## src/rtl/multi_channel_debouncer_pkg.sv

```systemverilog
// Shared types and helpers for the push-button debouncer family.
// State encodings are fixed so other button logic can decode them directly.
package multi_channel_debouncer_pkg;

   typedef enum logic [1:0] {
      ST_IDLE      = 2'b00,
      ST_PRESS_CHK = 2'b01,
      ST_HELD      = 2'b10,
      ST_REL_CHK   = 2'b11
   } deb_state_e;

   typedef struct packed {
      logic level;
      logic press;
      logic rel;
      logic long_p;
      logic rpt;
   } deb_out_t;

   // Bits needed to hold any value in 0..max_val (never less than one).
   function automatic int cnt_width(input int max_val);
      return (max_val <= 1) ? 1 : $clog2(max_val + 1);
   endfunction

endpackage

```

## src/rtl/multi_channel_debouncer_channel.sv

```systemverilog
// One button channel: 2-flop synchroniser, qualification FSM, stability and
// hold counters, with every output registered.
module multi_channel_debouncer_channel
   import multi_channel_debouncer_pkg::*;
#(
   parameter int STABLE_SAMPLES = 3,
   parameter int HOLD_SAMPLES   = 100,
   parameter int REPEAT_SAMPLES = 20,
   parameter int REPEAT_EN      = 1,
   parameter int ACTIVE_LOW     = 0
) (
   input  logic clk,
   input  logic reset,
   input  logic tick,
   input  logic btn_raw,
   output logic level,
   output logic press_pulse,
   output logic release_pulse,
   output logic long_pulse,
   output logic repeat_pulse
);

   localparam int STAB_W = cnt_width(STABLE_SAMPLES);
   localparam int HOLD_W = cnt_width(HOLD_SAMPLES + REPEAT_SAMPLES);
   localparam logic [STAB_W-1:0] STAB_DONE = STAB_W'(STABLE_SAMPLES);
   localparam logic [HOLD_W-1:0] HOLD_LONG = HOLD_W'(HOLD_SAMPLES);
   localparam logic [HOLD_W-1:0] HOLD_RPT  = HOLD_W'(HOLD_SAMPLES + REPEAT_SAMPLES);

   logic              sync1_q, sync1_d;
   logic              sync2_q;
   logic              s;
   deb_state_e        state_q, state_d;
   logic [STAB_W-1:0] stab_q, stab_d, stab_inc;
   logic [HOLD_W-1:0] hold_q, hold_d, hold_inc;
   deb_out_t          out_q, out_d;

   assign s = sync2_q;

   always_comb begin
      sync1_d  = (ACTIVE_LOW != 0) ? ~btn_raw : btn_raw;
      state_d  = state_q;
      stab_d   = stab_q;
      hold_d   = hold_q;
      stab_inc = stab_q + 1'b1;
      hold_inc = hold_q + 1'b1;
      out_d       = '0;
      out_d.level = out_q.level;

      // A changed input always beats a coincident tick: the bounce path is tested first.
      unique case (state_q)
         ST_IDLE: begin
            if (s) begin
               state_d = ST_PRESS_CHK;
               stab_d  = '0;
            end
         end
         ST_PRESS_CHK: begin
            if (!s) begin
               state_d = ST_IDLE;
            end else if (tick) begin
               if (stab_inc == STAB_DONE) begin
                  state_d     = ST_HELD;
                  out_d.level = 1'b1;
                  out_d.press = 1'b1;
                  hold_d      = '0;
               end else begin
                  stab_d = stab_inc;
               end
            end
         end
         ST_HELD: begin
            if (!s) begin
               state_d = ST_REL_CHK;
               stab_d  = '0;
            end else if (tick) begin
               if (hold_inc == HOLD_LONG) begin
                  out_d.long_p = 1'b1;
               end
               if (REPEAT_EN != 0) begin
                  // Reload to HOLD_LONG so repeats run forever without re-firing long.
                  if (hold_inc == HOLD_RPT) begin
                     out_d.rpt = 1'b1;
                     hold_d    = HOLD_LONG;
                  end else begin
                     hold_d = hold_inc;
                  end
               end else if (hold_q != HOLD_LONG) begin
                  hold_d = hold_inc;
               end
            end
         end
         ST_REL_CHK: begin
            if (s) begin
               state_d = ST_HELD;
            end else if (tick) begin
               if (stab_inc == STAB_DONE) begin
                  state_d     = ST_IDLE;
                  out_d.level = 1'b0;
                  out_d.rel   = 1'b1;
                  hold_d      = '0;
               end else begin
                  stab_d = stab_inc;
               end
            end
         end
         default: begin
            state_d = ST_IDLE;
         end
      endcase
   end

   always_ff @(posedge clk or negedge reset) begin
      if (!reset) begin
         sync1_q <= 1'b0;
         sync2_q <= 1'b0;
         state_q <= ST_IDLE;
         stab_q  <= '0;
         hold_q  <= '0;
         out_q   <= '0;
      end else begin
         sync1_q <= sync1_d;
         sync2_q <= sync1_q;
         state_q <= state_d;
         stab_q  <= stab_d;
         hold_q  <= hold_d;
         out_q   <= out_d;
      end
   end

   assign level         = out_q.level;
   assign press_pulse   = out_q.press;
   assign release_pulse = out_q.rel;
   assign long_pulse    = out_q.long_p;
   assign repeat_pulse  = out_q.rpt;

endmodule

```

## src/rtl/multi_channel_debouncer.sv

```systemverilog
// N-channel push-button debouncer: one shared sample-tick prescaler feeding
// an independent qualification channel per button.
module multi_channel_debouncer
   import multi_channel_debouncer_pkg::*;
#(
   parameter int N_CH           = 4,
   parameter int SAMPLE_CYCLES  = 500000,
   parameter int STABLE_SAMPLES = 3,
   parameter int HOLD_SAMPLES   = 100,
   parameter int REPEAT_SAMPLES = 20,
   parameter int REPEAT_EN      = 1,
   parameter int ACTIVE_LOW     = 0
) (
   input  logic            clk,
   input  logic            reset,
   input  logic [N_CH-1:0] btn_raw,
   output logic [N_CH-1:0] level,
   output logic [N_CH-1:0] press_pulse,
   output logic [N_CH-1:0] release_pulse,
   output logic [N_CH-1:0] long_pulse,
   output logic [N_CH-1:0] repeat_pulse
);

   localparam int PRE_W = cnt_width(SAMPLE_CYCLES - 1);
   localparam logic [PRE_W-1:0] PRE_LAST = PRE_W'(SAMPLE_CYCLES - 1);

   logic [PRE_W-1:0] pre_q, pre_d;
   logic             tick;

   always_comb begin
      tick  = (pre_q == PRE_LAST);
      pre_d = tick ? '0 : pre_q + 1'b1;
   end

   always_ff @(posedge clk or negedge reset) begin
      if (!reset) begin
         pre_q <= '0;
      end else begin
         pre_q <= pre_d;
      end
   end

   for (genvar gi = 0; gi < N_CH; gi++) begin : g_ch
      multi_channel_debouncer_channel #(
         .STABLE_SAMPLES (STABLE_SAMPLES),
         .HOLD_SAMPLES   (HOLD_SAMPLES),
         .REPEAT_SAMPLES (REPEAT_SAMPLES),
         .REPEAT_EN      (REPEAT_EN),
         .ACTIVE_LOW     (ACTIVE_LOW)
      ) u_ch (
         .clk           (clk),
         .reset         (reset),
         .tick          (tick),
         .btn_raw       (btn_raw[gi]),
         .level         (level[gi]),
         .press_pulse   (press_pulse[gi]),
         .release_pulse (release_pulse[gi]),
         .long_pulse    (long_pulse[gi]),
         .repeat_pulse  (repeat_pulse[gi])
      );
   end

endmodule

```

## config.mk

```make
export PLATFORM = sky130hd
export DESIGN_NAME = multi_channel_debouncer
export DESIGN_NICKNAME = d
export VERILOG_FILES = /design/src/rtl/multi_channel_debouncer_pkg.sv /design/src/rtl/multi_channel_debouncer_channel.sv /design/src/rtl/multi_channel_debouncer.sv
export SDC_FILE = /design/constraint.sdc
export NUM_CORES = 1
export LEC_CHECK = 0
export CELL_PAD_IN_SITES_DETAIL_PLACEMENT = 0
export CELL_PAD_IN_SITES_GLOBAL_PLACEMENT = 1
export CORE_ASPECT_RATIO = 1.2
export CORE_UTILIZATION = 42
export DETAILED_ROUTE_END_ITERATION = 12
export GPL_ROUTABILITY_DRIVEN = 0
export PLACE_DENSITY_LB_ADDON = 0.1
export SLEW_MARGIN = 15
export SYNTH_ARGS = -nofsm -noshare
export SYNTH_HDL_FRONTEND = slang
export SYNTH_SLANG_ARGS = --single-unit
```

## constraint.sdc

```tcl
create_clock -name clk -period 2.3 [get_ports clk]
set_input_delay 0.575 -clock clk [delete_from_list [all_inputs] [get_ports clk]]
set_output_delay 0.575 -clock clk [all_outputs]
set_load 0.005 [all_outputs]
```

* After elaboration in Yosys (flattened, before gate mapping) *
Index checks and enable logic that the tools add are counted.
W data, S select, Z words.

storage, ports and cells
  bits in registers = 91

cells by class
  reduce and logical (&&, ||, !) cells = 28
  equality and inequality tests = 81
  muxes and demuxes = 165
  $add $sub $neg = 9

operators by type and width
  kind                     number
  $mux W7                  28
  $mux W2                  80
  $pmux W7 S3              4
  $pmux W2 S4              8
  $eq A7 B7 Y1 const B     8
  $ne A2 B1 Y1 const B     26
  $mux W1                  40
  $add A7 B1 Y7 const B    4
  $ne A2 B2 Y1 const B     14
  $reduce_and A7 Y1        4
  $eq A2 B2 Y1 const B     12
  $reduce_and A6 Y1        4
  $reduce_and A5 Y1        4
  $add A19 B1 Y19 const B  1
  $eq A19 B19 Y1 const B   1
  $mux W19                 1
  $ne A3 B1 Y1 const B     6
  $ne A3 B3 Y1 const B     6
  $reduce_and A4 Y1        4
  $ne A3 B2 Y1 const B     4
  $reduce_bool A3 Y1       4
  $add A2 B1 Y2 const B    4
  $eq A2 B1 Y1 const B     4
  $logic_not A2 Y1         4
  2 further kinds          8

* Longest topological paths before layout *
  depth after elaboration = 6
  mapped depth = 10
  mapped depth without buffers = 8

* By module *
From an unflattened synthesis, not the netlist that was laid out.

second synthesis, totals
  cells, all modules = 462
  area total of the unflattened synthesis = 4754.6 µm²

modules (own cells, without submodules)
  module                                               cells an instance  area each (µm²)  seq. area each (µm²)  instances
  multi_channel_debouncer_channel at g_ch[1].u_ch ...  92                 955.9            450.4                 3
  multi_channel_debouncer_channel at g_ch[0].u_ch      98                 960.9            450.4                 1
  multi_channel_debouncer                              88                 925.9            475.5                 1

* Least setup slack after synthesis *
OpenSTA, ideal clock, no wires.

  path kind = reg-to-reg
  start point = register g_ch[0].u_ch.state_q[0]
  end point = register g_ch[0].u_ch.hold_q[5]
  slack = -0.057 ns
  cell stages (with the launch flop) = 11
  required time = 2.234 ns
  arrival time = 2.291 ns
  library setup time = 0.066 ns
  path through = dfrtp_1 inv_1 ha_1 clkbuf_1 or2_2 a2111oi_0 o2111ai_1 clkbuf_1 nor4_1 o21ai_0 nand2_1

on the way
  word-level cells in the longest chain between the ends = 3

ends and longest elaborated chain
  element                                                      RTL line                                RTL
  start: declaration                                           multi_channel_debouncer_channel.sv:32   deb_state_e state_q, state_d;
  start signal: assignment                                     multi_channel_debouncer_channel.sv:123  state_q <= state_d;
  $eq A2 B2 Y1 / $eq A2 B1 Y1 (equally long branches)          multi_channel_debouncer_channel.sv:50   unique case (state_q)
  $ne A2 B1 Y1 (no source line), or another cell as far along  -
  $reduce_and A5 Y1 (no source line)                           -
  end signal: assignment                                       multi_channel_debouncer_channel.sv:125  hold_q <= hold_d;
  end: declaration                                             multi_channel_debouncer_channel.sv:34   logic [HOLD_W-1:0] hold_q, hold_d, hold_inc;

Several ways; a longest one is shown, not always the timed one.
A chain may end at the register's enable or synchronous reset.

* Final worst setup path *
  start point = register pre_q[12]
  end point = register g_ch[3].u_ch.hold_q[3]

on the way
  word-level cells in the longest chain between the ends = 4

ends and longest elaborated chain
  element                            RTL line                                RTL
  start: declaration                 multi_channel_debouncer.sv:27           logic [PRE_W-1:0] pre_q, pre_d;
  start signal: assignment           multi_channel_debouncer.sv:39           pre_q <= pre_d;
  $eq A19 B19 Y1 (*)                 multi_channel_debouncer.sv:31           tick = (pre_q == PRE_LAST);
  $mux W7                            -
  $mux W7, on equally long branches  -
  $pmux W7 S3                        -
  end signal: assignment             multi_channel_debouncer_channel.sv:125
  end: declaration                   multi_channel_debouncer_channel.sv:34

Every way passes the cells marked *; elsewhere a longest branch is shown, timed or not. The select of a mux whose other input is x is not followed.

==> flow_summary.ini <==
[sta]
max_clk_rate_mhz = 439.1
final_period_util_pct = 99.02
final-hold-violation-count = 0
fin_worst_hold_slack_ps = 60.42
worstMarginPinSlew_ps = 487.9
unrepaired_setup_endpoints_after_global_routing = true
post-route-min-period_ps = 2278
number_of_setup_violations_in_the_final_report = 0
max-slew-margin-rel_pct = 67.41
fin_skew_ps = 6.658
number_of_pins_exceeding_their_max_slew_limit_in_the_final_report = 0

[floorplan]
placeableCoreArea_um2 = 11570
std_cell_rows = 43
i_o_pin_count = 26
die_height_um = 121.1
fp.dieW_um = 101.3
floorplan.die_area_um2 = 12270
floorplan.initialDensity_pct = 42.95

[setup_path]
critical_path.startpoint_type = register
cpMaxStageDelayCell = sky130_fd_sc_hd__or4b_4
cp_common_cell = sky130_fd_sc_hd__buf_6
cp.required_ps = 2580
timing.critical_path.arrival_ps = 2550
crit_buf_inv = 3
timing_worst_setup_path_type = reg2reg
critPathCaptureType = register
cp_top_family = simple AND/OR/NAND/NOR gates
cp_slowest_stage_delay_ps = 580
path_cells = or4b_4, nor4_4, buf_6, buf_4, nand4_1, buf_6, nor4_2, a211o_1
path_max_fanout = 12

[routing]
route.antenna.remaining_nets = 0
first_pass_iteration_count_of_the_detailed_router = 4
vias = 3874
routedWlPerCell_um = 14.03
post_route_drc = 0
post_drt_via_cell_ratio = 5.300
drt_wl_total_um = 10260
drt_iter0_markers = 142

[layout]
finish.net_count = 595
synthToLayoutAreaGrowth_pct = 19.52
layoutNonFillerInstCount = 731
combined_area_of_the_multi_input_logic_cells_um2 = 2521
n_antenna_cell = 0
final_design_utilization_pct = 51.34
fillerInstances = 1076
drive_gt1_share_pct = 15.85
layout.area.seq_um2 = 2277
final_design_area_no_fill_um2 = 5938

[place]
dp.cells = 710
place_hpwl_um = 7243
postPlaceCellArea_um2 = 5494
port_buffers = 25

[grt]
grt_antenna_before_repair = 0
maximum_number_of_pins_on_one_net_before_global_route_repair = 49
vias_in_the_first_global_route = 3618
global_route_overflow = 0
grt.total_usage_pct = 18.08
grt_pass1_wl_um = 17270

[yosys]
synthesis.area_per_instance_um2 = 9.410
synth-async-reset-ratio_pct = 100.0
netlist.area_leader.share_pct = 45.83
yosys-top-cells-area = sky130_fd_sc_hd__dfrtp_1, sky130_fd_sc_hd__nand2_1, sky130_fd_sc_hd__o21ai_0
synthesis.yosys.warnings = 0
dominantRegCellSynth = sky130_fd_sc_hd__dfrtp_1
post_synth_instance_area_um2 = 4969
synth_cells = 528
yosysMostFrequentCell = sky130_fd_sc_hd__dfrtp_1
synth-seq-area-share_pct = 45.83
synth-edff-count = 0
synth.top_cells.by_count = sky130_fd_sc_hd__dfrtp_1, sky130_fd_sc_hd__nand2_1, sky130_fd_sc_hd__o21ai_0, sky130_fd_sc_hd__nor2_1, sky130_fd_sc_hd__buf_4
synth_nets = 551
synth_cell_type_count = 57
synthDominantAreaCellType = sky130_fd_sc_hd__dfrtp_1
postSynthRegisterBits = 91

[clocking]
cts_inserted_buffers = 9
clock-root-buffer = sky130_fd_sc_hd__clkbuf_16
ctsHtreeMaxLevel = 3
cts_max_path_buffers = 2
clock_sink_count = 91
cts_tree = built
hold_buffers = 0
clkLatencyLatePin_ps = 340
clk_transition_reported_paths_ps = 60

[hold_path]
hp-class = in2async

[pwr]
total_power_mw = 3.436
leakagePower_nw = 2.589
power.density_cell_area_nw_per_um2 = 578.7
vdd_ir_drop_max_uv = 322.4

[outcome]
run_status = finished clean

[flow_run]
maxCapViolCount = 0
==> state kept, by name, summed over array words and instances, names as in the netlist, named ones only <==
signal,flops
g_ch.u_ch.level,4
g_ch.u_ch.sync1_q,4
g_ch.u_ch.long_pulse,4
g_ch.u_ch.hold_q,28
g_ch.u_ch.stab_q,8
pre_q,19
g_ch.u_ch.release_pulse,4
g_ch.u_ch.state_q,4
g_ch.u_ch.press_pulse,4
g_ch.u_ch.s,4
g_ch.u_ch.repeat_pulse,4
==> through the flow <==
stage | TNS [ps] | worst slack (ps)
5_1_grt | -201.8 | -63.87
2_1_floorplan | 0 | 28.19
3_3_place_gp | 0 | 38.65
3_5_place_dp | -62.30 | -24.27
4_1_cts | 0 | 0.1739
6_report | 0 | 22.48
==> per-layer routing <==
| layer | part of all wire [%] | up-vias | GRT usage, % |
|---|---|---|---|
| met3 | 2.9 | 11 | 3.053 |
| met2 | 47 | 63 | 28.78 |
| li1 | - | 1945 | - |
| met1 | 48 | 1855 | 24.17 |
| met4 | 1.6 | 0 | 7.699 |
| met5 | 0 | - | 0 |
==> cells in the final DEF (no fill, tap or decap), types with 4 or more instances in the layout <==
cell,netlist,routed
sky130_fd_sc_hd__inv_1,18,18
sky130_fd_sc_hd__nor3b_1,5,5
sky130_fd_sc_hd__nand4_1,9,9
sky130_fd_sc_hd__and2_1,11,10
sky130_fd_sc_hd__and3_1,13,13
sky130_fd_sc_hd__o21ai_2,0,5
sky130_fd_sc_hd__nand2_1,58,58
sky130_fd_sc_hd__nand3b_1,4,4
sky130_fd_sc_hd__nor2_1,36,34
sky130_fd_sc_hd__xnor2_1,18,18
sky130_fd_sc_hd__a21oi_1,15,14
sky130_fd_sc_hd__clkbuf_16,0,9
sky130_fd_sc_hd__ha_1,17,16
sky130_fd_sc_hd__xor2_1,10,10
sky130_fd_sc_hd__nor2b_1,7,7
sky130_fd_sc_hd__buf_4,22,43
sky130_fd_sc_hd__or4_1,4,4
sky130_fd_sc_hd__a21o_1,5,5
sky130_fd_sc_hd__dfrtp_1,91,91
sky130_fd_sc_hd__o31ai_1,7,6
sky130_fd_sc_hd__o21ai_0,43,32
sky130_fd_sc_hd__nand2b_1,6,6
sky130_fd_sc_hd__a31oi_1,9,9
sky130_fd_sc_hd__nor3_1,18,17
sky130_fd_sc_hd__nand4b_1,5,5
sky130_fd_sc_hd__o21ai_1,3,9
sky130_fd_sc_hd__a22o_1,8,8
sky130_fd_sc_hd__nand3_1,20,19
sky130_fd_sc_hd__clkdlybuf4s50_1,0,24
==> final timing paths <==
check,start,end,slack [ps],cells after the start
min in group clk,g_ch[1].u_ch.sync1_q$_DFF_PN0_,g_ch[1].u_ch.s$_DFF_PN0_,350,0
max in group asynchronous,reset,g_ch[3].u_ch.hold_q[2]$_DFFE_PN0P_,1580,2
setup reg to reg,pre_q[12]$_DFF_PN0_,g_ch[3].u_ch.hold_q[3]$_DFFE_PN0P_,20,8
hold reg to reg,g_ch[1].u_ch.sync1_q$_DFF_PN0_,g_ch[1].u_ch.s$_DFF_PN0_,350,0
hold / removal,reset,g_ch[0].u_ch.hold_q[6]$_DFFE_PN0P_,60,1
setup / recovery,pre_q[12]$_DFF_PN0_,g_ch[3].u_ch.hold_q[3]$_DFFE_PN0P_,20,8
==> power breakdown <==
group	internal, mW	total, mW	switching, mW
Sequential	1.64	1.67	0.0352
Clock	0.746	1.32	0.577
Combinational	0.171	0.440	0.269
Total	2.56	3.44	0.881
==> logic make-up (layout without fill, tap and decap cells) <==
logic type	count (synthesis)	count (layout)	share of synthesized area, %
and+or+nand+nor	225	225	24.65
muxes	3	3	0.6547
xor gates and xnor gates	28	28	4.936
buffers and inverters	56	102	5.993
AOI/OAI and AO/OA	108	108	13.65
adders and majority gates	17	17	4.281
DFF	91	91	45.83
==> cell type report <==
type / count / share of cell area, %
clock buffers: 13 / 4.214
inverters: 18 / 1.138
repair buffers: 71 / 10.54
well taps: 157 / 3.308
flip-flops and latches: 91 / 38.35
multi-input cells: 381 / 42.46
==> repair_timing <==
action,CTS,global route
setup buffers,2,6
setup endpoints to repair,6,32
pin swaps,0,4
resized for setup,2,38
==> worst register-to-register path, cell delays in order, from the launching register on <==
cell	delay [ps]
sky130_fd_sc_hd__dfrtp_1	380
sky130_fd_sc_hd__or4b_4	580
sky130_fd_sc_hd__nor4_4	320
sky130_fd_sc_hd__buf_6	170
sky130_fd_sc_hd__buf_4	120
sky130_fd_sc_hd__nand4_1	110
sky130_fd_sc_hd__buf_6	170
sky130_fd_sc_hd__nor4_2	240
sky130_fd_sc_hd__a211o_1	120
No activity file was read; power rests on OpenSTA's default activity.
